<file path="src/rtl/bus_rr_sched.sv">
// Round-robin scheduler moving packets from driver FIFOs to receive FIFOs over one shared bus.
// Optional feature macro: BUS_SCHED_BCAST_EN enables broadcast delivery to all endpoints except the source.
module bus_rr_sched #(
  parameter int          pckg_sz   = 16,
  parameter int          drvrs     = 4,
  parameter logic [7:0]  broadcast = 8'hFF
) (
  input  logic                            clk,
  input  logic                            reset,
  input  logic [drvrs-1:0]                pndng,
  input  logic [drvrs-1:0][pckg_sz-1:0]   D_pop,
  output logic [drvrs-1:0]                pop,
  output logic [drvrs-1:0]                push,
  output logic [pckg_sz-1:0]              D_push,
  output logic [3:0]                      gnt_id,
  output logic                            busy,
  output logic [15:0]                     xfer_cnt,
  output logic [15:0]                     drop_cnt
);

  typedef enum logic [1:0] {
    IDLE = 2'd0,
    POP  = 2'd1,
    PUSH = 2'd2
  } state_t;

  state_t               state;
  state_t               state_nxt;
  logic [3:0]           last_gnt;
  logic [3:0]           gnt_nxt;
  logic [drvrs-1:0]     pop_nxt;
  logic [drvrs-1:0]     push_nxt;
  logic [pckg_sz-1:0]   head_p0;
  logic [7:0]           dest_p0;
  logic                 found;
  logic                 bcast_hit;

  function automatic logic [15:0] sat_inc(input logic [15:0] v);
    return (v == 16'hFFFF) ? v : v + 16'd1;
  endfunction

  always_ff @(posedge clk) begin
    if (!reset) state <= IDLE;
    else        state <= state_nxt;
  end

  always_comb begin
    state_nxt = state;
    gnt_nxt   = gnt_id;
    pop_nxt   = '0;
    push_nxt  = '0;
    found     = 1'b0;
    bcast_hit = 1'b0;
    head_p0   = '0;
    for (int j = 0; j < drvrs; j++) begin
      if (gnt_id == 4'(j)) head_p0 = D_pop[j];
    end
    dest_p0 = head_p0[pckg_sz-1 -: 8];
`ifdef BUS_SCHED_BCAST_EN
    bcast_hit = (dest_p0 == broadcast);
`endif

    case (state)
      IDLE: begin
        // Search starts just past the last grant, so that driver has lowest priority.
        for (int k = 1; k <= drvrs; k++) begin
          for (int j = 0; j < drvrs; j++) begin
            if (!found && pndng[j] && (((int'(last_gnt) + k) % drvrs) == j)) begin
              found   = 1'b1;
              gnt_nxt = 4'(j);
            end
          end
        end
        if (found) begin
          state_nxt = POP;
          for (int j = 0; j < drvrs; j++) pop_nxt[j] = (gnt_nxt == 4'(j));
        end
      end
      POP: begin
        // Decode here so push/D_push come out of registers during PUSH.
        state_nxt = PUSH;
        for (int j = 0; j < drvrs; j++) begin
          if (bcast_hit) push_nxt[j] = (gnt_id != 4'(j));
          else           push_nxt[j] = (dest_p0 == 8'(j)) && (gnt_id != 4'(j));
        end
      end
      PUSH: begin
        state_nxt = IDLE;
      end
      default: begin
        state_nxt = IDLE;
      end
    endcase
  end

  // ---- registered outputs, grant history and counters ----
  always_ff @(posedge clk) begin
    if (!reset) begin
      pop      <= '0;
      push     <= '0;
      D_push   <= '0;
      gnt_id   <= '0;
      last_gnt <= 4'(drvrs - 1);
      xfer_cnt <= '0;
      drop_cnt <= '0;
    end else begin
      pop    <= pop_nxt;
      push   <= push_nxt;
      gnt_id <= gnt_nxt;
      if (state == POP) last_gnt <= gnt_id;
      if (|push_nxt) D_push <= head_p0;
      if (state == PUSH) begin
        if (|push) xfer_cnt <= sat_inc(xfer_cnt);
        else       drop_cnt <= sat_inc(drop_cnt);
      end
    end
  end

  assign busy = (state != IDLE);

endmodule

</file>
<file path="config.mk">
export PLATFORM = sky130hd
export DESIGN_NAME = bus_rr_sched
export DESIGN_NICKNAME = d
export VERILOG_FILES = /design/src/rtl/bus_rr_sched.sv
export SDC_FILE = /design/constraint.sdc
export NUM_CORES = 1
export LEC_CHECK = 0
export ABC_AREA = 1
export CORE_ASPECT_RATIO = 0.75
export CORE_MARGIN = 2
export CORE_UTILIZATION = 45
export DETAILED_ROUTE_END_ITERATION = 8
export DONT_BUFFER_PORTS = 1
export GPL_TIMING_DRIVEN = 0
export PLACE_DENSITY = 0.71
export RECOVER_POWER = 50
export SYNTH_ARGS = -nofsm -noshare
export SYNTH_HDL_FRONTEND = slang
export SYNTH_SLANG_ARGS = --single-unit
</file>
<file path="constraint.sdc">
create_clock -name clk -period 2.4 [get_ports clk]
set_input_delay 0.36 -clock clk [delete_from_list [all_inputs] [get_ports clk]]
set_output_delay 0.36 -clock clk [all_outputs]
set_load 0.05 [all_outputs]
</file>
==> flow_metrics.tcl, run 1 <==
set metrics [dict create \
    cp.arrival_ns 2.48 \
    finalCritPeriodShare_pct 92.8 \
    power_mw 2.67 \
    first_pass_iters 5 \
    fp.coreArea_sq_um 7990 \
    path_class "flip-flop to flip-flop" \
    worst-r2r-setup-slack_ns 0.17 \
    viasPerCell 5.49 \
    ir_drop_mv 0.448 \
    syn_area_sq_um 3740 \
    place_congestion 0.891 \
    worst_slew_pin_slew_ns 0.663 \
    whs_path_depth 4 \
    grt_pass1_wl_um 16200 \
    postCtsHoldBufs 0 \
    ys_warn_count 0 \
    h-tree-depth 3 \
    grt_max_degree 14 \
    cap_violations 0 \
    p_switching_uw 974 \
    grt_usage_pct 22.1 \
    drv_slew 0 \
    fin_crit_ns 2.23 \
    clk_latency_ns 0.35 \
    combPwrFrac_pct 23.7 \
    synth.distinct_cells 39 \
    regArea_sq_um 1320 \
    grt_overflow 0 \
    mostFrequentLayoutCells "nand2_1 (108), inv_1 (87), nor2_1 (77)" \
    finalSetupViolations 0 \
    hold_violations 0 \
    hold_start "D_pop[52]" \
    antennaDiodeCount 0 \
    fp.dieH_um 82.9 \
    crit_slowest_cell "dfxtp_4" \
    setup_ws_ns 0.174 \
    dp_hpwl_um 7510 \
    min_path_type "primary input to flip-flop" \
    p_seq_share_pct 44.7 \
    switching_share_pct 36.5 \
    start_kind "flip-flop" \
    postLayoutCoreUtil_pct 51.9 \
    cts_sinks 64 \
    leakage_nw 1.76 \
    max_freq_mhz 449 \
    crit_required_ns 2.65 \
    r2r-end "D_push[5]" \
    drtIter0Drc 207 \
    grt_pass1_vias 3570 \
    wire_per_inst_um 14.4 \
    initial_core_util_pct 46.8 \
    cts.path.max_buffers 2 \
    antenna_found_initial 0 \
    clkTransAtPathRegs_ns 0.08 \
    yosysTopAreaCellShare_pct 34.3 \
    status "complete, no violations" \
    hold-worst-slack_ns 0.245 \
    syn_nets 635 \
    placedCellCount 668 \
    root_buffer "clkbuf_8" \
    r2r_cells 15 \
    ioPinCount 131 \
    postRouteAntennaNets 0 \
    cts_tree "yes" \
    slew-limit-headroom_pct 55.7 \
    multi_input_comb_area_sq_um 2030 \
    routed_wl_um 9880 \
    clkPwrFrac_pct 31.5 \
    synth_area_leader_cell "dfxtp_1" \
    fillerInstances 797 \
    dieWidth_um 109 \
    stdcell_count 688 \
    reg2reg_from "gnt_id[0]" \
    cp_max_fo 10 \
    port_buffers 0 \
    vias 3775 \
    fin_nets 650 \
    layout_commonest_cell "nand2_1" \
    hold_path_end "D_push[4]" \
    numCtsBuffers 9 \
    power_density_nw_per_um2 644 \
    crit_chain "buf_6 -> inv_4 -> nand3_2 -> buf_4 -> o22ai_2 -> nor2_2 -> nand4_2 -> nor2_4 -> buf_4 -> o211ai_4 -> inv_2 -> nor2_4 -> buf_6 -> nor2_1 -> nor2_1" \
    slowest_delay_ns 0.45 \
    dp_slack_ns -0.224 \
    p_int_mw 1.70 \
    synthTopCellsByArea "dfxtp_1 (34%), nand2_1 (11%), inv_1 (8.7%)" \
    drcViolationCount 0 \
    worst_clock_skew_ns 0.0115 \
    synthCells 563 \
    post_synth.cell_area_avg_sq_um 6.64 \
    syn_to_final_growth_pct 10.9 \
    die-area_sq_um 9060 \
    fp-row-count 28 \
    end_kind "flip-flop" \
    drive_gt1_share_pct 14.8 \
    synth-seq-cells 64 \
    ys_seq_area_share_pct 34.3 \
]
per-layer routing:
| layer | vias up | part of all wire, % | global-route usage, % |
|---|---|---|---|
| met2 | 166 | 44 | 34.2 |
| met4 | 0 | 2.4 | 8.29 |
| met1 | 1703 | 43 | 27.5 |
| met3 | 22 | 10 | 8.71 |
| li1 | 1884 | - | - |
| met5 | - | 0 | 0 |
worst max-delay path: cells and delay by family, from the launching register on:
family / cells / cell delay, ns
buf+inv: 6 / 0.85
flops: 1 / 0.45
simple gates: 7 / 0.70
compound gates: 2 / 0.16
what timing repair did:
action	CTS	global route
resized for setup	13	19
setup endpoints to repair	22	26
setup buffers	1	3
pin swaps	1	2
synth_stat cells, drive strengths merged:
library cell,instances
xor2,2
nor3b,3
inv,93
a21boi,1
o211a,3
nor4,4
o21ai,23
a211oi,1
and2,2
nor3,19
o2111ai,2
o22ai,9
o21a,2
o211ai,3
clkbuf,4
and3,1
nor2,87
dfxtp,64
nand4,35
nand2,113
a31oi,4
nand3,44
buf,11
a21oi,31
ha,2
cell families (layout without fill, tap and decap cells):
kind of cell,after synthesis,after routing,synth area share (%)
DFF,64,64,34.3
buffers and inverters,108,128,11.9
and+or+nand+nor,308,308,40.1
xor gates and xnor gates,2,2,0.469
AOI/OAI and AO/OA,79,79,12.6
adders and majority gates,2,2,0.669
sequential cells by signal, indices dropped and copies added, names as in the netlist:
name / flops
gnt_id: 4
push: 4
drop_cnt: 16
pop: 4
D_push: 16
state: 2
last_gnt: 2
xfer_cnt: 16
power by group through the flow:
stage / registers (mW) / clock network, mW / logic [mW]
after CTS: 1.20 / 0.868 / 0.615
final: 1.20 / 0.842 / 0.634
after global routing: 1.20 / 0.906 / 0.709
after global placement: 1.22 / 0 / 0.592
after floorplan: 1.21 / 0 / 0.504
after detailed placement: 1.22 / 0 / 0.613
final cells by class:
type,instances,share of cell area [%]
clock buffer,9,2.99
clock inverter,7,1.39
sequential,64,31.8
buffer,15,2.38
multi-input combinational,391,49.0
tap,105,3.17
inverter,93,8.48
timing repair buffer,4,0.724
through the flow:
step,area [sq um],TNS (ns)
final,4150,0
after global routing,4150,-0.00786
after CTS,4080,0
after detailed placement,3870,-3.11
after global placement,3870,-2.45
after floorplan,3740,0
worst max path at each step:
stage,from,endpoint
final,gnt_id[0],D_push[5]
after global routing,xfer_cnt[8],xfer_cnt[9]
after CTS,drop_cnt[8],drop_cnt[8]
after detailed placement,gnt_id[0],D_push[5]
after global placement,gnt_id[0],D_push[0]
after floorplan,gnt_id[0],D_push[7]
Note: power is estimated with default switching activity, not from simulation.
==> run 2, diff against run 1 <==
--- a/config.mk
+++ b/config.mk
@@ -12,7 +12,7 @@
 export DETAILED_ROUTE_END_ITERATION = 8
 export DONT_BUFFER_PORTS = 1
 export GPL_TIMING_DRIVEN = 0
-export PLACE_DENSITY = 0.71
+export PLACE_DENSITY = 0.73
 export RECOVER_POWER = 50
 export SYNTH_ARGS = -nofsm -noshare
 export SYNTH_HDL_FRONTEND = slang
==> constraint.sdc (replaced) <==
create_clock -name clk -period 2 [get_ports clk]
set_input_delay 0.3 -clock clk [delete_from_list [all_inputs] [get_ports clk]]
set_output_delay 0.3 -clock clk [all_outputs]
set_load 0.05 [all_outputs]
==> run 2 against run 1 <==
Compared with the run above: the flow now finishes with violations (negative setup slack); final area rose by 19%; non-clock buffer count rose by 27; power increased by 39%; critical path depth fell by 5; die area unchanged; count of clock-buffer cells in the layout grew 1; clock power grew 48%; fmax grew 3.0%; worst hold slack worse by 0.040 ns; cell count increased by 3.9%; highest routed layer unchanged.
==> flow_metrics.tcl, run 2 (synthesized netlist as in run 1, its figures left out) <==
set metrics [dict create \
    status "finished with violations" \
    violations "negative setup slack" \
    wire_per_inst_um 15.6 \
    power_mw 3.71 \
    path_depth 10 \
    place_congestion 0.903 \
    dp_hpwl_um 7210 \
    numCtsBuffers 9 \
    leakage_nw 2.12 \
    syn_to_final_growth_pct 32.1 \
    port_buffers 0 \
    hold_violations 0 \
    slowest_delay_ns 0.66 \
    multi_input_comb_area_sq_um 2450 \
    ioPinCount 131 \
    drive_gt1_share_pct 33.9 \
    mostFrequentLayoutCells "nand2_1 (87), inv_1 (81), nor2_1 (59)" \
    worst_slew_pin_slew_ns 0.681 \
    fp-row-count 28 \
    drtIter0Drc 287 \
    crit_required_ns 2.21 \
    viasPerCell 5.61 \
    slew-limit-headroom_pct 54.6 \
    finalSetupViolations 30 \
    die-area_sq_um 9060 \
    grt_overflow 0 \
    cap_violations 0 \
    layout_commonest_cell "nand2_1" \
    worst_clock_skew_ns 0.0123 \
    drv_slew 0 \
    cts.path.max_buffers 2 \
    start_kind "flip-flop" \
    critPathBufInv 3 \
    ir_drop_mv 0.535 \
    routed_wl_um 11200 \
    path_class "flip-flop to flip-flop" \
    min_path_type "primary input to flip-flop" \
    antennaDiodeCount 0 \
    crit_slowest_cell "dfxtp_1" \
    fin_area_sq_um 4940 \
    grt_max_degree 13 \
    clkTransAtPathRegs_ns 0.08 \
    grt_pass1_vias 3524 \
    crit_chain "nand2_1 -> inv_1 -> nand3_4 -> nor3_4 -> nand2_2 -> nand2_4 -> clkinvlp_4 -> buf_4 -> o21ai_0 -> a21oi_1" \
    worst-r2r-setup-slack_ns -0.16 \
    first_pass_iters 6 \
    setup_ws_ns -0.162 \
    crit_family "simple AND/OR/NAND/NOR gates" \
    h-tree-depth 3 \
    crit_end "drop_cnt[0]" \
    place_area_sq_um 3900 \
    cts_tree "yes" \
    largestRegisters "D_push: 16 flops, drop_cnt: 16 flops, xfer_cnt: 16 flops" \
    cp.arrival_ns 2.37 \
    fin_crit_ns 2.16 \
    regArea_sq_um 1370 \
    max_freq_mhz 462 \
    end_kind "flip-flop" \
    dieWidth_um 109 \
    fp.coreArea_sq_um 7990 \
    postRouteAntennaNets 0 \
    clk_latency_ns 0.34 \
    postLayoutCoreUtil_pct 61.8 \
    power_density_nw_per_um2 752 \
    dp_slack_ns -0.332 \
    grt_pass1_wl_um 16700 \
    drcViolationCount 0 \
    finalCritPeriodShare_pct 108 \
    grt_usage_pct 22.8 \
    reg2reg_from "drop_cnt[5]" \
    fin_nets 677 \
    r2r-end "drop_cnt[0]" \
    cts_sinks 64 \
    rsz0062_at_grt "yes" \
    cp_max_fo 7 \
    root_buffer "clkbuf_8" \
    postCtsHoldBufs 0 \
    fin_tns_setup_ns -2.31 \
    startpoint "drop_cnt[5]" \
    r2r_cells 10 \
    antenna_found_initial 0 \
    vias 4014 \
    fp.dieH_um 82.9 \
    initial_core_util_pct 46.8 \
    fillerInstances 671 \
]
[run 2: changes by cell type in the layout (fill, tap and decap cells not counted), sizes merged]
cell      before  now
clkbuf        13   14
bufinv         0    2
buf           15   42
clkinvlp       3    2
clkinv         3    2
inv           94   93
[run 2: worst min-delay path by stage]
stage,to,depth (start not counted),slack (ns),start
3_5_place_dp,state[1],1,0.47,state[1]
5_1_grt,pop[0],3,0.20,pndng[2]
2_1_floorplan,state[1],1,0.45,state[1]
4_1_cts,D_push[1],4,0.18,D_pop[49]
6_report,D_push[3],4,0.20,D_pop[51]
3_3_place_gp,state[1],1,0.47,state[1]
[run 2: report_power, final]
part / internal [mW] / switching [mW]
combinational: 0.413 / 0.614
clock: 0.740 / 0.512
sequential: 1.30 / 0.134
total: 2.45 / 1.26
[run 2: final cells by class]
| cell class | instances | share of cell area [%] |
|---|---|---|
| Multi-Input combinational cell | 391 | 49.6 |
| Clock buffer | 10 | 2.79 |
| Sequential cell | 64 | 27.7 |
| Inverter | 93 | 7.30 |
| Tap cell | 105 | 2.66 |
| Clock inverter | 6 | 1.85 |
| Timing Repair Buffer | 31 | 5.42 |
| Buffer | 15 | 2.66 |
[run 2: layer usage]
layer  global-route usage (%)  up-vias  wire, um
li1                         -     1942         -
met1                     29.5     1862      4680
met2                     34.5      181      5330
met3                     8.63       29       958
met4                     7.94        0       200
met5                        0        -         0
[run 2: metrics by stage]
step | instances | hold WS, ns
6_report | 715 | 0.205
5_1_grt | 715 | 0.197
4_1_cts | 699 | 0.178
3_5_place_dp | 668 | 0.472
3_3_place_gp | 668 | 0.466
2_1_floorplan | 563 | 0.446
[run 2: timing repair]
| item | CTS | global route |
|---|---|---|
| endpoints found under the setup margin | 52 | 48 |
| resized for setup | 82 | 86 |
| setup buffers | 14 | 16 |
| pin swaps | 11 | 40 |
| cloned | 1 | 0 |
[run 2: worst reg2reg max path, cell delays in order (launching register included)]
cell and delay, ns:
dfxtp_1 0.66, nand2_1 0.10, inv_1 0.16, nand3_4 0.16
nor3_4 0.18, nand2_2 0.10, nand2_4 0.14, clkinvlp_4 0.16
buf_4 0.16, o21ai_0 0.16, a21oi_1 0.06
